<file path="src/rtl/memory_access_pkg.sv">
// rtl/memory_access_pkg.sv - MEM stage types: pipe bundles, dbus structs, size masks
package memory_access_pkg;

  typedef enum logic [1:0] {MSIZE1, MSIZE2, MSIZE4, MSIZE8} msize_t;

  localparam logic [7:0] MASK_B = 8'h01;
  localparam logic [7:0] MASK_H = 8'h03;
  localparam logic [7:0] MASK_W = 8'h0F;
  localparam logic [7:0] MASK_D = 8'hFF;

  typedef enum logic [3:0] {
    OP_ALU, OP_LB, OP_LH, OP_LW, OP_LD, OP_LBU, OP_LHU, OP_LWU,
    OP_SB, OP_SH, OP_SW, OP_SD
  } decode_op_t;

  typedef struct packed {
    decode_op_t op;
    logic       memread;
    logic       memwrite;
    logic       regwrite;
  } control_t;

  typedef struct packed {
    logic [63:0] pc;
    logic [31:0] instruction;
    logic [63:0] result;
    logic [63:0] memdata;
    control_t    ctl;
    logic [4:0]  dst;
  } execute_data_t;

  typedef struct packed {
    logic regwrite;
  } mem_ctl_t;

  typedef struct packed {
    logic [63:0] pc;
    logic [31:0] instruction;
    logic [63:0] result;
    mem_ctl_t    ctl;
    logic [4:0]  dst;
    logic        misalign;
  } memory_data_t;

  typedef enum logic {IDLE, BUSY} mem_state_t;

  typedef struct packed {
    logic        valid;
    logic [63:0] addr;
    msize_t      size;
    logic [7:0]  strobe;
    logic [63:0] data;
  } dbus_req_t;

  typedef struct packed {
    logic        addr_ok;
    logic        data_ok;
    logic [63:0] data;
  } dbus_resp_t;

  function automatic msize_t op_size(decode_op_t op);
    case (op)
      OP_LB, OP_LBU, OP_SB: return MSIZE1;
      OP_LH, OP_LHU, OP_SH: return MSIZE2;
      OP_LW, OP_LWU, OP_SW: return MSIZE4;
      default:              return MSIZE8;
    endcase
  endfunction

  function automatic logic [7:0] size_mask(msize_t s);
    case (s)
      MSIZE1:  return MASK_B;
      MSIZE2:  return MASK_H;
      MSIZE4:  return MASK_W;
      default: return MASK_D;
    endcase
  endfunction

  function automatic logic is_aligned(msize_t s, logic [2:0] a);
    case (s)
      MSIZE1:  return 1'b1;
      MSIZE2:  return a[0] == 1'b0;
      MSIZE4:  return a[1:0] == 2'b00;
      default: return a == 3'b000;
    endcase
  endfunction

endpackage

</file>
<file path="src/rtl/memory_access_if.sv">
// rtl/memory_access_if.sv - EX->MEM->WB handshake and data bus bundle
interface memory_access_if;
  import memory_access_pkg::*;

  logic          in_valid;
  logic          in_ready;
  logic          flush;
  execute_data_t dataE;
  dbus_req_t     dreq;
  dbus_resp_t    dresp;
  logic          out_valid;
  logic          out_ready;
  memory_data_t  dataM;

  modport slave (
    input  in_valid, flush, dataE, dresp, out_ready,
    output in_ready, dreq, out_valid, dataM
  );

  modport master (
    output in_valid, flush, dataE, dresp, out_ready,
    input  in_ready, dreq, out_valid, dataM
  );
endinterface

</file>
<file path="src/rtl/memory_access_mem_align.sv">
// rtl/memory_access_mem_align.sv - byte-lane placement for stores, extract/extend for loads
module mem_align
  import memory_access_pkg::*;
(
  input  decode_op_t  op,
  input  logic [2:0]  addr_lo,
  input  logic [63:0] wdata_raw,
  input  logic [63:0] rdata,
  output msize_t      size,
  output logic        aligned,
  output logic [7:0]  strobe,
  output logic [63:0] wdata,
  output logic [63:0] load_data
);

  logic        is_store;
  logic [5:0]  shift;
  logic [63:0] shifted;

  always_comb begin
    is_store = op inside {OP_SB, OP_SH, OP_SW, OP_SD};
    size     = op_size(op);
    aligned  = is_aligned(size, addr_lo);
    shift    = {addr_lo, 3'b000};
    strobe   = is_store ? (size_mask(size) << addr_lo) : 8'h00;
    wdata    = is_store ? (wdata_raw << shift) : 64'h0;
    shifted  = rdata >> shift;
    case (op)
      OP_LB:   load_data = {{56{shifted[7]}}, shifted[7:0]};
      OP_LH:   load_data = {{48{shifted[15]}}, shifted[15:0]};
      OP_LW:   load_data = {{32{shifted[31]}}, shifted[31:0]};
      OP_LBU:  load_data = {56'h0, shifted[7:0]};
      OP_LHU:  load_data = {48'h0, shifted[15:0]};
      OP_LWU:  load_data = {32'h0, shifted[31:0]};
      default: load_data = shifted;
    endcase
  end

endmodule

</file>
<file path="src/rtl/memory_access.sv">
// rtl/memory_access.sv - MEM stage: 1-cycle ALU pass-through, dbus loads/stores with stall
module memory_access
  import memory_access_pkg::*;
#(
  parameter bit ALIGN_CHECK = 1'b1
) (
  input  logic            clk,
  input  logic            reset,
  memory_access_if.slave  bus
);

  mem_state_t   state;
  dbus_req_t    req_q;
  logic         kill_q;
  logic         out_valid_q;
  memory_data_t data_m_q;

  logic [63:0]  lat_pc;
  logic [31:0]  lat_instr;
  decode_op_t   lat_op;
  logic         lat_load;
  logic         lat_regwrite;
  logic [4:0]   lat_dst;

  decode_op_t   al_op;
  logic [2:0]   al_lo;
  msize_t       al_size;
  logic         al_aligned;
  logic [7:0]   al_strobe;
  logic [63:0]  al_wdata;
  logic [63:0]  al_load;

  logic         accept;
  logic         is_mem_e;
  logic         misaligned_e;

  // One aligner serves both directions: incoming bundle in IDLE, latched op in BUSY.
  assign al_op = (state == BUSY) ? lat_op : bus.dataE.ctl.op;
  assign al_lo = (state == BUSY) ? req_q.addr[2:0] : bus.dataE.result[2:0];

  mem_align u_align (
    .op        (al_op),
    .addr_lo   (al_lo),
    .wdata_raw (bus.dataE.memdata),
    .rdata     (bus.dresp.data),
    .size      (al_size),
    .aligned   (al_aligned),
    .strobe    (al_strobe),
    .wdata     (al_wdata),
    .load_data (al_load)
  );

  assign bus.in_ready  = (state == IDLE) && (!out_valid_q || bus.out_ready);
  assign bus.dreq      = req_q;
  assign bus.out_valid = out_valid_q;
  assign bus.dataM     = data_m_q;

  assign accept       = bus.in_valid && bus.in_ready && !bus.flush;
  assign is_mem_e     = bus.dataE.ctl.memread || bus.dataE.ctl.memwrite;
  assign misaligned_e = ALIGN_CHECK && !al_aligned;

  always_ff @(posedge clk or negedge reset) begin
    if (!reset) begin
      state        <= IDLE;
      req_q        <= '0;
      kill_q       <= 1'b0;
      out_valid_q  <= 1'b0;
      data_m_q     <= '0;
      lat_pc       <= '0;
      lat_instr    <= '0;
      lat_op       <= OP_ALU;
      lat_load     <= 1'b0;
      lat_regwrite <= 1'b0;
      lat_dst      <= '0;
    end else begin
      if ((out_valid_q && bus.out_ready) || bus.flush)
        out_valid_q <= 1'b0;

      case (state)
        IDLE: begin
          if (accept) begin
            if (is_mem_e && !misaligned_e) begin
              state        <= BUSY;
              req_q.valid  <= 1'b1;
              req_q.addr   <= bus.dataE.result;
              req_q.size   <= al_size;
              req_q.strobe <= al_strobe;
              req_q.data   <= al_wdata;
              lat_pc       <= bus.dataE.pc;
              lat_instr    <= bus.dataE.instruction;
              lat_op       <= bus.dataE.ctl.op;
              lat_load     <= bus.dataE.ctl.memread;
              lat_regwrite <= bus.dataE.ctl.regwrite;
              lat_dst      <= bus.dataE.dst;
              kill_q       <= 1'b0;
            end else begin
              // Reaching here with a memory op means it was rejected as misaligned.
              out_valid_q              <= 1'b1;
              data_m_q.pc              <= bus.dataE.pc;
              data_m_q.instruction     <= bus.dataE.instruction;
              data_m_q.result          <= bus.dataE.result;
              data_m_q.ctl.regwrite    <= is_mem_e ? 1'b0 : bus.dataE.ctl.regwrite;
              data_m_q.dst             <= bus.dataE.dst;
              data_m_q.misalign        <= is_mem_e;
            end
          end
        end
        BUSY: begin
          if (bus.flush)
            kill_q <= 1'b1;
          if (bus.dresp.data_ok) begin
            state       <= IDLE;
            req_q.valid <= 1'b0;
            kill_q      <= 1'b0;
            if (!kill_q && !bus.flush) begin
              out_valid_q           <= 1'b1;
              data_m_q.pc           <= lat_pc;
              data_m_q.instruction  <= lat_instr;
              data_m_q.result       <= lat_load ? al_load : 64'h0;
              data_m_q.ctl.regwrite <= lat_load ? lat_regwrite : 1'b0;
              data_m_q.dst          <= lat_dst;
              data_m_q.misalign     <= 1'b0;
            end
          end
        end
        default: state <= IDLE;
      endcase
    end
  end

endmodule

</file>
<file path="src/flat_wrapper.sv">
// flat-port wrapper written by rule: the top's interface ports become plain ports
module memory_access_flat import memory_access_pkg::*;
#(
  parameter bit ALIGN_CHECK = 1'b1
)
  (clk, reset, bus_in_valid, bus_flush, bus_dataE, bus_dresp, bus_out_ready, bus_in_ready, bus_dreq, bus_out_valid, bus_dataM);
  memory_access_if bus_i ();
  input  logic clk;
  input  logic reset;
  input wire logic [$bits(bus_i.in_valid)-1:0] bus_in_valid;
  input wire logic [$bits(bus_i.flush)-1:0] bus_flush;
  input wire logic [$bits(bus_i.dataE)-1:0] bus_dataE;
  input wire logic [$bits(bus_i.dresp)-1:0] bus_dresp;
  input wire logic [$bits(bus_i.out_ready)-1:0] bus_out_ready;
  output wire logic [$bits(bus_i.in_ready)-1:0] bus_in_ready;
  output wire logic [$bits(bus_i.dreq)-1:0] bus_dreq;
  output wire logic [$bits(bus_i.out_valid)-1:0] bus_out_valid;
  output wire logic [$bits(bus_i.dataM)-1:0] bus_dataM;
  assign bus_i.in_valid = bus_in_valid;
  assign bus_i.flush = bus_flush;
  assign bus_i.dataE = bus_dataE;
  assign bus_i.dresp = bus_dresp;
  assign bus_i.out_ready = bus_out_ready;
  assign bus_in_ready = bus_i.in_ready;
  assign bus_dreq = bus_i.dreq;
  assign bus_out_valid = bus_i.out_valid;
  assign bus_dataM = bus_i.dataM;
  memory_access #(.ALIGN_CHECK(ALIGN_CHECK)) u_core (.clk(clk), .reset(reset), .bus(bus_i));
endmodule
</file>
<file path="config.mk">
export PLATFORM = sky130hd
export DESIGN_NAME = memory_access_flat
export DESIGN_NICKNAME = d
export VERILOG_FILES = /design/src/rtl/memory_access_pkg.sv /design/src/rtl/memory_access_if.sv /design/src/rtl/memory_access_mem_align.sv /design/src/rtl/memory_access.sv /design/src/flat_wrapper.sv
export SDC_FILE = /design/constraint.sdc
export NUM_CORES = 1
export LEC_CHECK = 0
export ABC_AREA = 1
export CAP_MARGIN = 30
export CORE_AREA = 8 8 232 234
export CTS_CLUSTER_DIAMETER = 80
export DETAILED_ROUTE_END_ITERATION = 12
export DIE_AREA = 0 0 240 242
export PLACE_DENSITY = 0.76
export REMOVE_ABC_BUFFERS = 1
export SYNTH_ARGS = -nofsm -noshare
export SYNTH_HDL_FRONTEND = slang
export SYNTH_SLANG_ARGS = --single-unit
</file>
<file path="constraint.sdc">
create_clock -name clk -period 3.1 [get_ports clk]
set_input_delay 0.465 -clock clk [delete_from_list [all_inputs] [get_ports clk]]
set_output_delay 0.465 -clock clk [all_outputs]
set_load 0.005 [all_outputs]
</file>
* After elaboration in Yosys (flattened, before gate mapping)
Memories as Yosys holds them, arrays and structs flattened. Index checks and enable logic that the tools add are counted.
Operators by class: muxes and demuxes 34, eq/ne operators 18, reductions and logical operators 20, shift operators 3, bitwise gates (word level) 2
Operator list (count):
- 167-bit 2-to-1 mux | 4
- 64-bit case mux with 6 select lines | 1
- 167-bit case mux with 2 select lines | 1
- 139-bit 2-to-1 mux | 2
- 64-bit 2-to-1 mux | 2
- 64-bit by 6-bit << shifter with 64-bit output | 1
- 64-bit by 6-bit right shift with 64-bit output | 1
- 8-bit case mux with 3 select lines | 1
- 4-bit == test, second input constant | 4
- 1-bit 2-to-1 mux | 15
- 4-bit by 3-bit == test with 1-bit output, second input constant | 3
- 3-bit AND reduction | 3
- 4-bit by 2-bit == test with 1-bit output, second input constant | 2
- 8-bit 2-to-1 mux | 1
- 2-bit != test, second input constant | 4
- 1-bit case mux with 2 select lines | 4
- 8-bit by 3-bit << shifter with 8-bit output | 1
- 1-bit logical AND | 6
- 4-bit by 1-bit == test with 1-bit output, second input constant | 1
- 2-bit zero test | 2
- 4-bit 2-to-1 mux | 1
- 4-bit AND reduction | 1
- 4-bit nonzero test | 1
- 1-bit zero test | 3
- 9 further kinds | 12
Storage, ports and cells: logic and storage cells 98, memories 1, register bits 416, ROM bits 32
Memory list:
- (no name shown) | depth 16, width 2, read ports 1, clocked after memory_dff 0, write ports 0, line memory_access_pkg.sv:62 | case (op)

* Longest topological paths before layout
An unclocked memory read counts as a cell.
depth in word-level cells 9, gate-level depth with buffers 19

* By module
From an unflattened synthesis, not the netlist that was laid out.
Unflattened totals: cell total of the unflattened synthesis 3148, area total of the unflattened synthesis 22514.1 µm²
Modules (own cells, without submodules):
- memory_access | seq. area each 10410.0 µm², cells an instance 2259, times used 1, area an instance 18323.8 µm²
- mem_align | seq. area each 0.0 µm², cells an instance 889, times used 1, area an instance 4190.3 µm²

* Worst setup path before layout
OpenSTA, ideal clock, no wires.
path type register to register, start reg u_core.state, end reg u_core.data_m_q, in the netlist u_core.bus.dataM[1], cell stages (with the launch flop) 20, data required time 2976 ps, data arrival time 2195 ps, setup time 124 ps, slack 781 ps, cell sequence dfrtp_1 buf_6 inv_4 buf_6 nand2_1 nand2_2 ha_1 or2_1 nand2_1 nand3_1 nand2_1 inv_2 nand2_1 nand2_2 nand2_4 inv_4 buf_6 buf_4 nand2_1 nand2_1
On the way: cells in the longest elaborated chain, start to end 7, elaborated cells on any way between the ends 21, classes of those cells 6 x eq/ne; 4 x mux; 2 x bitwise; 8 x reduce/logical; 1 x memory
RTL lines:
- from (decl) | line memory_access.sv:12 | mem_state_t state;
- from (signal assigned) | line memory_access.sv:64 | state <= IDLE;
- from (signal assigned) | line memory_access.sv:83 | state <= BUSY;
- from (signal assigned) | line memory_access.sv:112 | state <= IDLE;
- 4-bit 2-to-1 mux | line memory_access.sv:38 | assign al_op = (state == BUSY) ? lat_op : bus.dataE.ctl.op;
- memory read 16 x 2 bit
- 2-bit == test, or another cell as far along | line memory_access_pkg.sv:80 | case (s)
- 1-bit case mux with 3 select lines | line memory_access_pkg.sv:80
- 1-bit logical AND | line memory_access.sv:82 | if (is_mem_e && !misaligned_e) begin
- 2-bit != test (no line)
- 4-bit AND reduction (no line)
- to (decl) | line memory_access.sv:16 | memory_data_t data_m_q;
Parallel ways exist; a longest one is shown, timed or not. A chain may end at the register's enable or synchronous reset.

* Worst setup path after layout
start reg u_core.state, end reg u_core.req_q, in the netlist u_core.bus.dreq[40]
On the way: cells in the longest elaborated chain, start to end 6, elaborated cells on any way between the ends 23, classes of those cells 6 x eq/ne; 1 x shift; 4 x mux; 2 x bitwise; 9 x reduce/logical; 1 x memory
RTL lines:
- 4-bit 2-to-1 mux | line memory_access.sv:38
- memory read 16 x 2 bit
- 2-bit == test, or another cell as far along | line memory_access_pkg.sv:80
- 1-bit case mux with 3 select lines | line memory_access_pkg.sv:80
- 1-bit logical AND | line memory_access.sv:82
- 3-bit AND reduction (no line)
- to (decl) | line memory_access.sv:13 | dbus_req_t req_q;
Parallel ways exist; a longest one is shown, timed or not.

==> flow_metrics.py <==
metrics = {
    "status": {
        "status": "finished clean",
    },
    "yosys": {
        "synth-seq-area-share_pct": 48.26,
        "syn_area_per_cell_um2": 7.350,
        "synth_adder_area_share_pct": 0.2320,
        "synth_area_um2": 21570,
        "synth_top_family_by_area": "simple AND/OR/NAND/NOR gates",
        "synth_cell_types": 39,
        "yosys_warnings": 0,
        "yosys.area_share.simple_pct": 28.12,
        "synthCells": 2935,
        "synthFlopType": "dfrtp_1",
        "synth_compound_area_share_pct": 14.92,
        "async_flop_share_pct": 100.0,
        "synth_mux_area_share_pct": 0.1392,
        "ys_ff_latch": 416,
        "synth_edf_count": 0,
        "synth_xor_area_share_pct": 0,
    },
    "timing": {
        "maxSlewViolCount": 0,
        "finClkSkew_ns": 0.02247,
        "finalHoldViolCount": 0,
        "holdWs_ns": 0.4377,
        "finalCritPeriodShare_pct": 93.65,
        "max_freq_mhz": 344.4,
        "timing.slew.headroom_pct": 31.59,
        "rsz0062_at_grt": "no",
        "post-route-worst-setup-slack_ns": 0.1968,
        "setup_viol": 0,
        "fin_crit_ns": 2.903,
        "worstMarginPinSlew_ns": 1.026,
    },
    "placement": {
        "dpl_cell_area_um2": 28620,
        "place.gp.congestion": 0.9012,
        "placed_cells": 4122,
        "place_hpwl_mm": 62.24,
        "numPortBuffers": 613,
        "preCtsSetupSlack_ns": 0.02794,
    },
    "clock_tree": {
        "cts-resized-gates": 0,
        "clockBufferDepth": 3,
        "clock_sinks": 416,
        "clk_latency_ns": 0.59,
        "cts_tree": "built",
        "postCtsHoldBufs": 1,
        "cts_setup_buffers": 0,
        "cts_root_buffer": "clkbuf_16",
        "clk_pin_slew_ns": 0.06,
        "cts_htree_levels": 2,
        "cts_made_buffers": 48,
    },
    "die": {
        "fp.dieW_um": 240,
        "num_rows": 83,
        "die_area_um2": 58080,
        "coreArea_um2": 50470,
        "dieHeight_um": 242,
        "io_pins": 615,
        "start_util_pct": 42.74,
    },
    "detailed_routing": {
        "vias": 21840,
        "postRouteAntennaNets": 0,
        "detail_route.wl_per_cell_um": 19.86,
        "viasPerCell": 5.161,
        "drtIter0Drc": 1867,
        "drt_wl_total_mm": 84.06,
        "drtPass1Iterations": 6,
        "drcViolationCount": 0,
    },
    "setup_path": {
        "required_ns": 3.58,
        "critPathCaptureType": "flop",
        "start_kind": "flop",
        "crit_type": "reg -> reg",
        "cp_max_fo": 7,
        "cp_data_arrival_time_ns": 3.38,
    },
    "final_layout": {
        "nets": 3804,
        "final_cell_mix": "nand2_1 (1398), clkdlybuf4s50_1 (612), dfrtp_1 (416)",
        "final_util_pct": 60.03,
        "final_common_cell": "nand2_1",
        "postLayoutCellArea_um2": 30300,
        "area_growth_pct": 40.45,
        "final_cells": 4232,
        "drive_above_1_share_pct": 5.859,
    },
    "worst_hold_path": {
        "hold_class": "in -> async",
    },
    "global_routing": {
        "met3_usage_pct": 6.404,
        "grt_pass1_vias": 21130,
        "grt_pass1_wl_mm": 126.7,
        "grt_max_degree": 103,
        "antenna_found_initial": 23,
        "top_usage_layer": "met2",
        "track_usage_pct": 28.09,
        "grt.met2_usage_pct": 44.83,
        "grt.met1_usage_pct": 35.82,
        "grt_overflow": 0,
    },
    "pwr": {
        "ir_drop_uv": 632.0,
        "powerDensity_nw_per_um2": 966.8,
        "leakage_nw": 15.08,
    },
    "job": {
        "maxCapViolations": 0,
    },
}
-- cells by family after synthesis --
logic type      Yosys count
simple gates           1555
compound gates          554
flops                   416
buf+inv                 403
fa+ha+maj                 4
mux                       3
-- final timing paths --
check	from	end	slack (ns)	cells after the start
min in group clk	bus_dataE[126]	u_core.bus.dreq[124]	0.44	3
max in group asynchronous	reset	u_core.bus.dataM[135]	1.82	3
hold / removal	reset	u_core.bus.dreq[91]	0.44	2
hold reg to reg	u_core.bus.dreq[32]	u_core.bus.dreq[32]	0.48	2
setup reg to reg	u_core.state	u_core.bus.dreq[40]	0.20	13
setup / recovery	u_core.state	u_core.bus.dreq[40]	0.20	13
-- sequential cells by signal, summed over array words and instances (netlist names) --
name                  count
u_core.lat_dst            5
u_core.lat_instr         32
u_core.state              1
u_core.kill_q             1
u_core.bus.dreq         139
u_core.bus.out_valid      1
u_core.lat_op             4
u_core.lat_regwrite       1
u_core.lat_load           1
u_core.lat_pc            64
u_core.bus.dataM        167
-- metal layers --
layer  share of wire [%]  vias to the layer above
met5               0.048                        -
met4                 4.2                        6
met3                 8.9                      192
met2                  47                      963
met1                  40                    10200
li1                    -                    10480
-- stage by stage --
stage               setup TNS [ns]  power, W
floorplan                 -1427.54   0.01563
global placement                 0   0.02315
detailed placement               0   0.02344
CTS                              0   0.02942
global route                     0   0.03131
finish                           0   0.02929
-- cell type report --
| type | count | area (um2) |
|---|---|---|
| clock inverters | 22 | 236.5 |
| diodes | 19 | 47.55 |
| inverters | 203 | 777.0 |
| multi-input cells | 2116 | 9382 |
| fillers | 4490 | 20170 |
| flip-flops and latches | 416 | 10410 |
| well taps | 680 | 850.8 |
| clock buffers | 68 | 1388 |
| repair buffers | 708 | 7207 |
-- worst max-delay path, cell delays in order (launching register included) --
cell	delay, ns
dfrtp_1	0.67
inv_8	0.09
nand2_1	0.09
nand2_1	0.07
ha_1	0.31
or2_1	0.22
nand2_1	0.11
nand2_1	0.09
nand3_2	0.11
nand3_4	0.13
nor2_1	0.33
buf_4	0.19
inv_1	0.15
o21ai_0	0.22
-- cell usage after synthesis, drive strengths merged, types with 2 or more instances --
cell	count	area [um2]
clkbuf	85	319.1
o31ai	19	142.6
nand3	100	523.0
a21boi	5	37.54
o21a	2	15.01
mux2i	3	30.03
ha	4	50.05
a211oi	2	15.01
o21ai	330	1678
nor2	38	157.7
dfrtp	416	10410
inv	202	763.2
o22ai	9	56.30
a21oi	54	270.3
or2	2	12.52
buf	115	710.7
nand4	3	25.02
o211ai	132	991.0
nand2	1410	5338
-- power by group --
group | leakage (nW) | switching, W | internal (W) | total [W]
Combinational | 8.96 | 0.00792 | 0.00634 | 0.0143
Clock | 0.807 | 0.00243 | 0.00341 | 0.00583
Sequential | 5.31 | 0.00137 | 0.00782 | 0.00919
No activity file was read; power rests on OpenSTA's default activity.
